### src/rtl/warmup_pkg.sv
// Shared types, code constants and the expected-code function for the
// warmup counter-code link.
package warmup_pkg;

    // Receiver synchronisation state.
    typedef enum logic [1:0] {
        HUNT    = 2'd0,
        ACQUIRE = 2'd1,
        LOCKED  = 2'd2
    } state_t;

    // Code values carried on the link; anything above CODE_OTHER is illegal.
    localparam logic [3:0] CODE_ZERO  = 4'd0;
    localparam logic [3:0] CODE_ONE   = 4'd1;
    localparam logic [3:0] CODE_OTHER = 4'd2;

    // Code the transmitter emits for counter value v.
    function automatic logic [3:0] exp_code(input logic [31:0] v);
        logic [3:0] code;
        if (v == 32'd0) begin
            code = CODE_ZERO;
        end else if (v == 32'd1) begin
            code = CODE_ONE;
        end else begin
            code = CODE_OTHER;
        end
        return code;
    endfunction

endpackage

### src/rtl/warmup_sat_counter.sv
// Saturating event counter. A clear in the same cycle as an increment
// leaves the count at 1 so that the coincident event is not lost.
module warmup_sat_counter #(
    parameter int W = 8
) (
    input  logic         clk,
    input  logic         rst,
    input  logic         inc,
    input  logic         clr,
    output logic [W-1:0] count
);

    localparam logic [W-1:0] MAX_VAL = {W{1'b1}};
    localparam logic [W-1:0] ONE_VAL = {{(W-1){1'b0}}, 1'b1};

    logic [W-1:0] count_d;
    logic [W-1:0] count_q;

    // Next count: clear wins over hold, increment stops at all-ones.
    always_comb begin
        count_d = count_q;
        if (clr) begin
            count_d = inc ? ONE_VAL : '0;
        end else if (inc && (count_q != MAX_VAL)) begin
            count_d = count_q + ONE_VAL;
        end
    end

    // Count register with asynchronous reset.
    always_ff @(posedge clk or posedge rst) begin
        if (rst) begin
            count_q <= '0;
        end else begin
            count_q <= count_d;
        end
    end

    assign count = count_q;

endmodule

### src/rtl/warmup_code_tracker.sv
// Receive-side tracker for the counter-code link: locks onto the transmitter's
// counter phase, rebuilds the counter value and counts sequence errors.
//
// Input handshake: code_in is consumed on every rising clk edge where
// code_valid is 1; there is no back-pressure. Cycles with code_valid=0 are
// ignored entirely (state and counters hold, err stays low).
module warmup_code_tracker
    import warmup_pkg::*;
#(
    parameter int CNT_W = 4,
    parameter int ERR_W = 8
) (
    input  logic             clk,
    input  logic             reset,
    input  logic [3:0]       code_in,
    input  logic             code_valid,
    input  logic             clear_err,
    output logic [CNT_W-1:0] cnt_out,
    output logic             cnt_valid,
    output logic             locked,
    output logic             err,
    output logic [ERR_W-1:0] err_count,
    output logic [1:0]       state_dbg
);

    localparam logic [CNT_W-1:0] CNT_ONE = {{(CNT_W-1){1'b0}}, 1'b1};

    state_t           state_d;
    state_t           state_q;
    logic [CNT_W-1:0] cnt_d;
    logic [CNT_W-1:0] cnt_q;
    logic             err_d;
    logic             err_q;
    logic [CNT_W-1:0] nxt;

    // Counter value the transmitter should be on for the next valid sample.
    assign nxt = cnt_q + CNT_ONE;

    // Next-state, next counter and mismatch detection.
    always_comb begin
        state_d = state_q;
        cnt_d   = cnt_q;
        err_d   = 1'b0;
        if (code_valid) begin
            case (state_q)
                HUNT: begin
                    // Only a zero code gives a known phase; errors are not
                    // counted until the first zero has been seen.
                    if (code_in == CODE_ZERO) begin
                        cnt_d   = '0;
                        state_d = ACQUIRE;
                    end
                end
                ACQUIRE, LOCKED: begin
                    if (code_in == exp_code(32'(nxt))) begin
                        cnt_d = nxt;
                        // Wrapping back to zero cleanly completes a full period.
                        if ((state_q == ACQUIRE) && (nxt == '0)) begin
                            state_d = LOCKED;
                        end
                    end else begin
                        err_d = 1'b1;
                        if (code_in == CODE_ZERO) begin
                            // A zero is itself a phase reference: resync now.
                            cnt_d   = '0;
                            state_d = ACQUIRE;
                        end else begin
                            state_d = HUNT;
                        end
                    end
                end
                default: begin
                    state_d = HUNT;
                end
            endcase
        end
    end

    // State, reconstructed counter and error pulse registers.
    always_ff @(posedge clk or posedge reset) begin
        if (reset) begin
            state_q <= HUNT;
            cnt_q   <= '0;
            err_q   <= 1'b0;
        end else begin
            state_q <= state_d;
            cnt_q   <= cnt_d;
            err_q   <= err_d;
        end
    end

    warmup_sat_counter #(
        .W(ERR_W)
    ) u_err_counter (
        .clk  (clk),
        .rst  (reset),
        .inc  (err_d),
        .clr  (clear_err),
        .count(err_count)
    );

    assign cnt_out   = cnt_q;
    assign err       = err_q;
    assign cnt_valid = (state_q != HUNT);
    assign locked    = (state_q == LOCKED);
    assign state_dbg = state_q;

endmodule

### config.mk
export PLATFORM = sky130hd
export DESIGN_NAME = warmup_code_tracker
export DESIGN_NICKNAME = d
export VERILOG_FILES = /design/src/rtl/warmup_pkg.sv /design/src/rtl/warmup_sat_counter.sv /design/src/rtl/warmup_code_tracker.sv
export SDC_FILE = /design/constraint.sdc
export NUM_CORES = 1
export LEC_CHECK = 0
export CORE_MARGIN = 2
export CORE_UTILIZATION = 43
export CTS_BUF_LIST = sky130_fd_sc_hd__clkbuf_4
export DETAILED_ROUTE_END_ITERATION = 10
export DONT_BUFFER_PORTS = 1
export GPL_ROUTABILITY_DRIVEN = 0
export HOLD_SLACK_MARGIN = 0.15
export SETUP_SLACK_MARGIN = 0.1
export SYNTH_ARGS = -nofsm -noshare
export SYNTH_HDL_FRONTEND = slang
export SYNTH_SLANG_ARGS = --single-unit
### constraint.sdc
create_clock -name clk -period 3.15 [get_ports clk]
set_clock_uncertainty 0.1 [all_clocks]
set_input_delay 0.315 -clock clk [delete_from_list [all_inputs] [get_ports clk]]
set_output_delay 0.315 -clock clk [all_outputs]
set_load 0.01 [all_outputs]
==> results of run 1 <==
## Yosys cell counts (2+ instances only)
cell      number
mux2_2         4
and2_1         3
o21ai_0        6
inv_1         10
nor4_1         3
nand3_1        9
nor3_1         4
nand2_1        5
clkbuf_1       2
nor2_1         9
a22o_1         3
o31ai_1        3
o21a_1         3
nand2b_1       2
a21oi_1        8
ha_1           8
nor2b_1        3
dfrtp_1       15
or4_1          3
## cell type report
cell class	instances	area, sq um
well taps	28	35.0
clock buffers	4	30.0
repair buffers	2	20.0
multi-input cells	86	579
flip-flops and latches	15	375
inverters	10	37.5
fillers	231	1130
## stage by stage
step | utilization (%) | worst slack (ps) | std cells
2_1_floorplan | - | 891 | 114
3_3_place_gp | 46.4 | 812 | 139
3_5_place_dp | 46.4 | 705 | 139
4_1_cts | 48.7 | 689 | 145
5_1_grt | 48.7 | 507 | 145
6_report | 48.7 | 708 | 145
## sequential cells by signal (all words and copies together) (netlist names)
signal               cells
err                      1
u_err_counter.count      8
state_dbg                2
cnt_out                  4
## worst reg2reg max path: stages (launching register included)
cell and delay, ps:
dfrtp_1 490, ha_1 270, nor3_1 210, a41o_1 180, a21oi_1 110, o21a_1 310
nor4_1 290, mux2_2 360
## per-layer routing
metal | vias up | global-route usage [%] | routed length (um)
met5 | - | 0 | 0
met4 | 0 | 6.84 | 31
li1 | 416 | - | -
met3 | 4 | 7.71 | 170
met2 | 25 | 28.5 | 1040
met1 | 402 | 19.6 | 845
## power by group
part,switching [W],internal (W)
Combinational,0.000134,0.0000973
Clock,0.0000646,0.0000578
Sequential,0.0000739,0.000228
## how the worst min path moves through the flow
stage	end	slack (ps)	depth (start not counted)
2_1_floorplan	cnt_out[0]	120	1
3_3_place_gp	u_err_counter.count[4]	210	1
3_5_place_dp	u_err_counter.count[5]	210	1
4_1_cts	err	150	2
5_1_grt	err	160	2
6_report	u_err_counter.count[5]	160	2
## logic make-up after synthesis
group                    count (synthesis)  synth area share (%)
multiplexers                             4                  4.46
flip-flops                              15                  37.1
buffers and inverters                   13                  5.57
AND/OR/NAND/NOR                         44                  23.0
adder cells (fa/ha/maj)                  8                  9.90
AO/OA/AOI/OAI                           30                  19.9
==> results.ini, run 1 <==
[sta]
setup_tns_ps = 0
tightest_slew_ps = 576
fin_hold_ws_ps = 160
period_needed_ps = 2440
rsz0062_at_grt = no
fmax_mhz = 409
hold_violations = 0
finalCritPeriodShare_pct = 77.5
slew_violations = 0
setup_violations = 0
slew_headroom_pct = 61.5

[routing]
viasPerCell = 5.84
drt_wl_total_um = 2090
drc = 0
drtPass1Iterations = 5
drt-wirelength-per-cell_um = 14.4
postRouteAntennaNets = 0
vias = 847
first_iter_violations = 18

[synthesis]
synth_cell_type_count = 30
synthArstFlopShare_pct = 100
synth_cells = 114
ys.warnings.count = 0
synth_edf_count = 0
synth_top_area_cell = dfrtp_1
ys.flop_type = dfrtp_1
syn_nets = 130
syn_area_sq_um = 1010
ys_ff_latch = 15
ys_top_cells_by_area = dfrtp_1 (37%), ha_1 (9.9%), nand3_1 (4.5%)
synth-seq-area-share_pct = 37.1
synth_top_area_share_pct = 37.1
avgSynthCellArea_sq_um = 8.87

[floorplanning]
ios = 25
initial_core_util_pct = 45.7
die-area_sq_um = 2760
die_h_um = 52.5
fp.dieW_um = 52.5
num_rows = 17
coreArea_sq_um = 2210

[worst_setup_path]
reg2reg_to = u_err_counter.count[5]
cp_data_arrival_time_ps = 2520
reg2reg_from = cnt_out[1]
cp_slowest_cell = dfrtp_1
crit_end = u_err_counter.count[5]
worstPathRequired_ps = 3230
critPathLaunch = cnt_out[1]
cp-end-kind = register
r2r_slack_ps = 710
reg2reg_depth = 7
cpPeakStageDelay_ps = 490
path_class = reg -> reg
critPathBufInv = 0
cp.depth = 7
path_cells = ha_1, nor3_1, a41o_1, a21oi_1, o21a_1, nor4_1, mux2_2
critPathLaunchType = register
critical_path.max_fanout = 11
cp_top_family = compound AO/OA/AOI/OAI gates

[layout]
final_common_cell = dfrtp_1
mostFrequentLayoutCells = dfrtp_1 (15), inv_1 (10), nor2_1 (9), nand3_1 (9)
finalNetCount = 134
syn2layout_area_growth_pct = 6.56
stdcell_area_sq_um = 1080
num_antenna_cells = 0
drive_gt1_share_pct = 7.69

[worst_hold_path]
hold_path_class = in -> reg
hp-start = clear_err

[power]
powerDensity_nw_per_um2 = 609
ir_worst_vdd_mv = 0.346
p_leak_nw = 0.469
power.total_w = 0.000656

[place]
port_buffers = 0
placed_area_sq_um = 1030
hpwl_um = 1600

[clocking]
cts_hold_buf = 2
worstSkewPairLatency_ps = 280
cts_resized = 0
clock-sinks = 15
cts_made_buffers = 3
cts.clk_slew.worst_paths_ps = 90
cts_max_level = 1
cts_tree = done
root_buffer = clkbuf_4
clock_path_buffers = 2
post_cts_buffers = 0

[job]
max-cap-violations = 0

[global_route]
grt_pass1_vias = 848
antenna_found_initial = 0
grt_max_degree = 16
track_usage_pct = 17.4
grt_first_pass_wirelength_um = 3530
overflow = 0

[run_status]
status = completed

No activity file was read; power rests on OpenSTA's default activity.
==> run 2, diff against run 1 <==
- clock period: 3.15 -> 2 ns (I/O delays scaled with it)
==> results.ini, run 2 (synthesized netlist as in run 1, its figures left out) <==
[global_route]
track_usage_pct = 20.8  ; +3.4 points
grt_max_degree = 16  ; unchanged
overflow = 0  ; unchanged
grt_first_pass_wirelength_um = 4110  ; +17%
antenna_found_initial = 0  ; unchanged
grt_pass1_vias = 929  ; +9.6%

[place]
dp_slack_ps = -144  ; -849 ps
port_buffers = 0  ; unchanged
hpwl_um = 1840  ; +15%

[layout]
num_antenna_cells = 0  ; unchanged
final_common_cell = buf_4
multi_input_area_sq_um = 688  ; +19%
mostFrequentLayoutCells = buf_4 (26), dfrtp_1 (12), nor2_1 (9), nand3_1 (9), inv_1 (8)
finalNetCount = 163  ; +22%
fill_cells = 188  ; -19%
largest_register_ffs = 8  ; unchanged
drive_gt1_share_pct = 39.0  ; +31 points
syn2layout_area_growth_pct = 38.9
seq_area_sq_um = 379  ; +1.0%

[routing]
vias = 996  ; +18%
viasPerCell = 5.72  ; -2.0%
first_iter_violations = 26  ; +8
drt-wirelength-per-cell_um = 15.4  ; +7.2%
drtPass1Iterations = 4  ; -1
drt_wl_total_um = 2690  ; +29%
postRouteAntennaNets = 0  ; unchanged
drc = 0  ; unchanged

[floorplanning]
die_h_um = 52.5  ; unchanged
initial_core_util_pct = 45.7  ; unchanged
fp.dieW_um = 52.5  ; unchanged
die-area_sq_um = 2760  ; unchanged
coreArea_sq_um = 2210  ; unchanged
num_rows = 17  ; unchanged
ios = 25  ; unchanged

[power]
powerDensity_nw_per_um2 = 956  ; +57%
power.total_w = 0.00134  ; +100%
p_comb_share_pct = 54.1  ; +19 points
p_leak_nw = 0.626  ; +34%
net-switching-power_w = 0.000549  ; +100%
switching_share_pct = 40.9  ; -0.64 points
power_frac_seq_pct = 32.4  ; -14 points
ir_worst_vdd_mv = 0.673  ; +94%
internal-power_w = 0.000793  ; +110%
p_clk_share_pct = 13.5  ; -5.2 points

[clocking]
cts_made_buffers = 3  ; unchanged
worstSkewPairLatency_ps = 290  ; about the same
clock-sinks = 15  ; unchanged
root_buffer = clkbuf_4
cts.clk_slew.worst_paths_ps = 100  ; about the same
clock_path_buffers = 2  ; unchanged
cts_tree = done
cts_max_level = 1  ; unchanged

[sta]
rsz0062_at_grt = yes
setup_tns_ps = -116  ; -116 ps
period_needed_ps = 2040  ; -404 ps
setup_violations = 5  ; +5
hold_violations = 0  ; unchanged
fin_ws_ps = -38.2  ; -746 ps
slew_headroom_pct = 61.7  ; +0.15 points
slew_violations = 0  ; unchanged
fin_hold_ws_ps = 162  ; +2.57 ps
fmax_mhz = 491  ; +20%
finalCritPeriodShare_pct = 102  ; +24 points
tightest_slew_ps = 574  ; -2.26 ps

[worst_setup_path]
cp_data_arrival_time_ps = 2160  ; -360 ps
critPathLaunchType = register
worstPathRequired_ps = 2130  ; -1100 ps
cp-end-kind = register
path_class = reg -> reg
critical_path.max_fanout = 7  ; -4

[run_status]
violations = negative setup slack
status = finished with violations

[worst_hold_path]
hold_path_class = in -> reg

[job]
max-cap-violations = 0  ; unchanged

==> run 2: cell count changes in the layout (fill, tap and decap cells not counted), sizes merged <==
cell,change
clkbuf,-1
dlygate4sd3,+1
buf,+27
o21a,+1
clkinv,+1
==> run 2: final cells by class <==
| type | instances | area share (%) |
|---|---|---|
| Multi-Input combinational cell | 87 | 49.0 |
| Clock inverter | 1 | 0.357 |
| Sequential cell | 15 | 27.0 |
| Clock buffer | 3 | 1.60 |
| Tap cell | 28 | 2.50 |
| Timing Repair Buffer | 30 | 16.8 |
| Inverter | 10 | 2.67 |
==> run 2: routing by layer <==
metal / track usage [%] / wire length [um] / up-vias
met2: 35.0 / 1380 / 37
met1: 24.6 / 1120 / 470
met5: 0 / 0 / -
li1: - / - / 482
met4: 11.5 / 58 / 0
met3: 4.00 / 128 / 7
==> run 2: stage by stage <==
stage          utilization, %  std cells  area, sq um
2_1_floorplan               -        114         1060
4_1_cts                  61.5        173         1360
3_3_place_gp             56.6        163         1250
5_1_grt                  63.5        174         1400
6_report                 63.5        174         1400
3_5_place_dp             56.6        163         1250
==> run 2: worst max-delay path, stage by stage, from the launching register on <==
cell     delay (ps)
dfrtp_2         480
ha_4            200
nor3_2          150
a41o_4          160
a21oi_4          80
o21a_4          240
or4_4           410
a21oi_2         140
==> run 2: path summary, 6_finish.rpt <==
path / from / to / slack (ps) / depth (start not counted)
worst min register to register: u_err_counter.count[6] / u_err_counter.count[6] / 480 / 1
worst min-delay path: clear_err / u_err_counter.count[0] / 160 / 3
worst max-delay path: cnt_out[1] / u_err_counter.count[4] / -40 / 7
worst max register to register: cnt_out[1] / u_err_counter.count[4] / -40 / 7
max in group asynchronous: reset / cnt_out[1] / 1090 / 2
min in group asynchronous: reset / u_err_counter.count[4] / 310 / 2
==> run 2: power groups by stage <==
stage	clock network (W)	logic, W	registers, W
final	0.000181	0.000726	0.000435
after global routing	0.000200	0.000789	0.000441
after CTS	0.000186	0.000662	0.000430
after detailed placement	0	0.000612	0.000436
after global placement	0	0.000599	0.000433
after floorplan	0	0.000347	0.000476
==> run 2: what timing repair did <==
item	4_1_cts	5_1_grt
pin swaps	6	4
resized for setup	9	8
endpoints found under the hold margin	25	0
hold buffers	3	0
cloned	1	0
setup buffers	2	1
setup endpoints to repair	14	14
==> run 3, diff against run 2 <==
- SKIP_LAST_GASP: default -> 1
==> results.ini, run 3 (synthesized netlist as in run 1, its figures left out) <==
[floorplanning]
coreArea_sq_um = 2210  ; unchanged
die-area_sq_um = 2760  ; unchanged
ios = 25  ; unchanged
initial_core_util_pct = 45.7  ; unchanged
die_h_um = 52.5  ; unchanged
num_rows = 17  ; unchanged
fp.dieW_um = 52.5  ; unchanged

[routing]
first_iter_violations = 24  ; -7.7%
drtPass1Iterations = 4  ; unchanged
postRouteAntennaNets = 0  ; unchanged
drt_wl_total_um = 2670  ; -0.52%
drc = 0  ; unchanged
viasPerCell = 5.75  ; +0.38%
drt-wirelength-per-cell_um = 15.4  ; about the same
vias = 994  ; -0.20%

[sta]
fin_hold_ws_ps = 162  ; -0.410 ps
rsz0062_at_grt = yes
fin_ws_ps = -75.8  ; -37.6 ps
hold_violations = 0  ; unchanged
fmax_mhz = 482  ; -1.8%
tightest_slew_ps = 573  ; -1.05 ps
slew_violations = 0  ; unchanged
slew_headroom_pct = 61.8  ; +0.070 points
setup_violations = 5  ; unchanged
finalCritPeriodShare_pct = 104  ; +1.9 points
period_needed_ps = 2080  ; +37.6 ps

[layout]
finalNetCount = 162  ; -0.61%
stdcell_area_sq_um = 1390  ; -0.80%
largest_register_ffs = 8  ; unchanged
num_antenna_cells = 0  ; unchanged
drive_gt1_share_pct = 37.9  ; -1.1 points
final_common_cell = buf_4
syn2layout_area_growth_pct = 37.7
mostFrequentLayoutCells = buf_4 (25), dfrtp_1 (12), nor2_1 (9), nand3_1 (9), inv_1 (8)

[power]
p_leak_nw = 0.620  ; -0.86%
p_clk_share_pct = 13.5  ; about the same
internal-power_w = 0.000791  ; -0.28%
p_comb_share_pct = 54.0  ; about the same
powerDensity_nw_per_um2 = 961  ; +0.57%
ir_worst_vdd_mv = 0.672  ; about the same
net-switching-power_w = 0.000548  ; -0.18%
switching_share_pct = 40.9  ; about the same
power_frac_seq_pct = 32.5  ; about the same

[worst_setup_path]
r2r_slack_ps = -80  ; -40 ps
path_cells = nand3b_1, a41o_4, o21a_4, o21a_4, or4_4, a21oi_2
reg2reg_depth = 6  ; -1
critical_path.max_fanout = 5  ; -2
reg2reg_from = cnt_out[3]
crit_top_cell = o21a_4
cp_slowest_cell = dfrtp_2
cpPeakStageDelay_ps = 430  ; -50 ps
cp_top_family = compound AO/OA/AOI/OAI gates
cp-end-kind = register
path_class = reg -> reg
reg2reg_to = u_err_counter.count[4]
critPathLaunchType = register
cp_data_arrival_time_ps = 2200  ; +40 ps
critPathBufInv = 0  ; unchanged
worstPathRequired_ps = 2130  ; about the same

[worst_hold_path]
hp-start = clear_err
hold_depth = 3  ; unchanged
hold_path_class = in -> reg
worstHoldEndpoint = u_err_counter.count[0]

[run_status]
violations = negative setup slack
status = finished with violations

[global_route]
grt_max_degree = 16  ; unchanged
overflow = 0  ; unchanged
track_usage_pct = 20.7  ; -0.060 points
grt_first_pass_wirelength_um = 4110  ; -0.17%
grt_pass1_vias = 930  ; +0.11%
antenna_found_initial = 0  ; unchanged

[job]
max-cap-violations = 0  ; unchanged

[place]
hpwl_um = 1840  ; unchanged
port_buffers = 0  ; unchanged
placed_area_sq_um = 1250  ; unchanged

[clocking]
worstSkewPairLatency_ps = 290  ; about the same
cts_tree = done
cts_max_level = 1  ; unchanged
root_buffer = clkbuf_4
cts.clk_slew.worst_paths_ps = 100  ; about the same
clock-sinks = 15  ; unchanged
cts_made_buffers = 3  ; unchanged
clock_path_buffers = 2  ; unchanged

run 3: cell count changes in the layout (fill, tap and decap cells not counted):
cell     before  now
a21oi_2       3    2
a21oi_1       4    5
buf_4        26   25
run 3: timing repair:
action | CTS | global route
hold buffers | 3 | 0
endpoints found under the hold margin | 25 | 0
setup endpoints to repair | 14 | 14
pin swaps | 6 | 8
buffers inserted | 2 | 1
resized for setup | 8 | 8
cloned | 1 | 0
run 3: area by class of cell:
cell class              count  area (sq um)
clock buffers               3          22.5
clock inverters             1          5.00
fillers                   191           820
inverters                  10          37.5
multi-input cells          87           684
flip-flops and latches     15           379
well taps                  28          35.0
repair buffers             29           229
run 3: per-layer routing:
layer	track usage [%]	wire length (um)	up-vias	share of wire [%]
li1	-	-	476	-
met1	24.2	1110	475	42
met2	35.2	1360	36	51
met3	4.00	136	7	5.1
met4	11.5	57	0	2.1
met5	0	0	-	0
run 3: worst max-delay path by stage:
stage / start / endpoint / slack (ps) / cells after the start
after floorplan: cnt_out[1] / u_err_counter.count[5] / -50 / 7
after global placement: cnt_out[1] / u_err_counter.count[7] / -90 / 6
after detailed placement: cnt_out[1] / u_err_counter.count[7] / -140 / 6
after CTS: cnt_out[0] / u_err_counter.count[0] / -50 / 9
after global routing: cnt_out[1] / u_err_counter.count[4] / -110 / 7
final: cnt_out[3] / u_err_counter.count[4] / -80 / 6
run 3: power groups by stage:
| stage | Sequential [W] | Combinational [W] | Clock (W) |
|---|---|---|---|
| 6_report | 0.000435 | 0.000723 | 0.000180 |
| 4_1_cts | 0.000430 | 0.000651 | 0.000186 |
| 2_1_floorplan | 0.000476 | 0.000347 | 0 |
| 3_3_place_gp | 0.000433 | 0.000599 | 0 |
| 3_5_place_dp | 0.000436 | 0.000612 | 0 |
| 5_1_grt | 0.000441 | 0.000786 | 0.000200 |
run 3: stage by stage:
step / utilization, % / TNS [ps] / setup slack (ps) / power, W / cells
floorplan: - / -113 / -52.9 / 0.000823 / 114
global placement: 56.6 / -283 / -86.1 / 0.00103 / 163
detailed placement: 56.6 / -497 / -144 / 0.00105 / 163
CTS: 61.3 / -277 / -45.7 / 0.00127 / 173
global route: 63.0 / -685 / -112 / 0.00143 / 173
finish: 63.0 / -196 / -75.8 / 0.00134 / 173
run 3: worst reg2reg max path, stage by stage, from the launching register on:
cell and delay [ps]:
dfrtp_2 430, nand3b_1 200, a41o_4 330, o21a_4 140, o21a_4 230, or4_4 410, a21oi_2 160
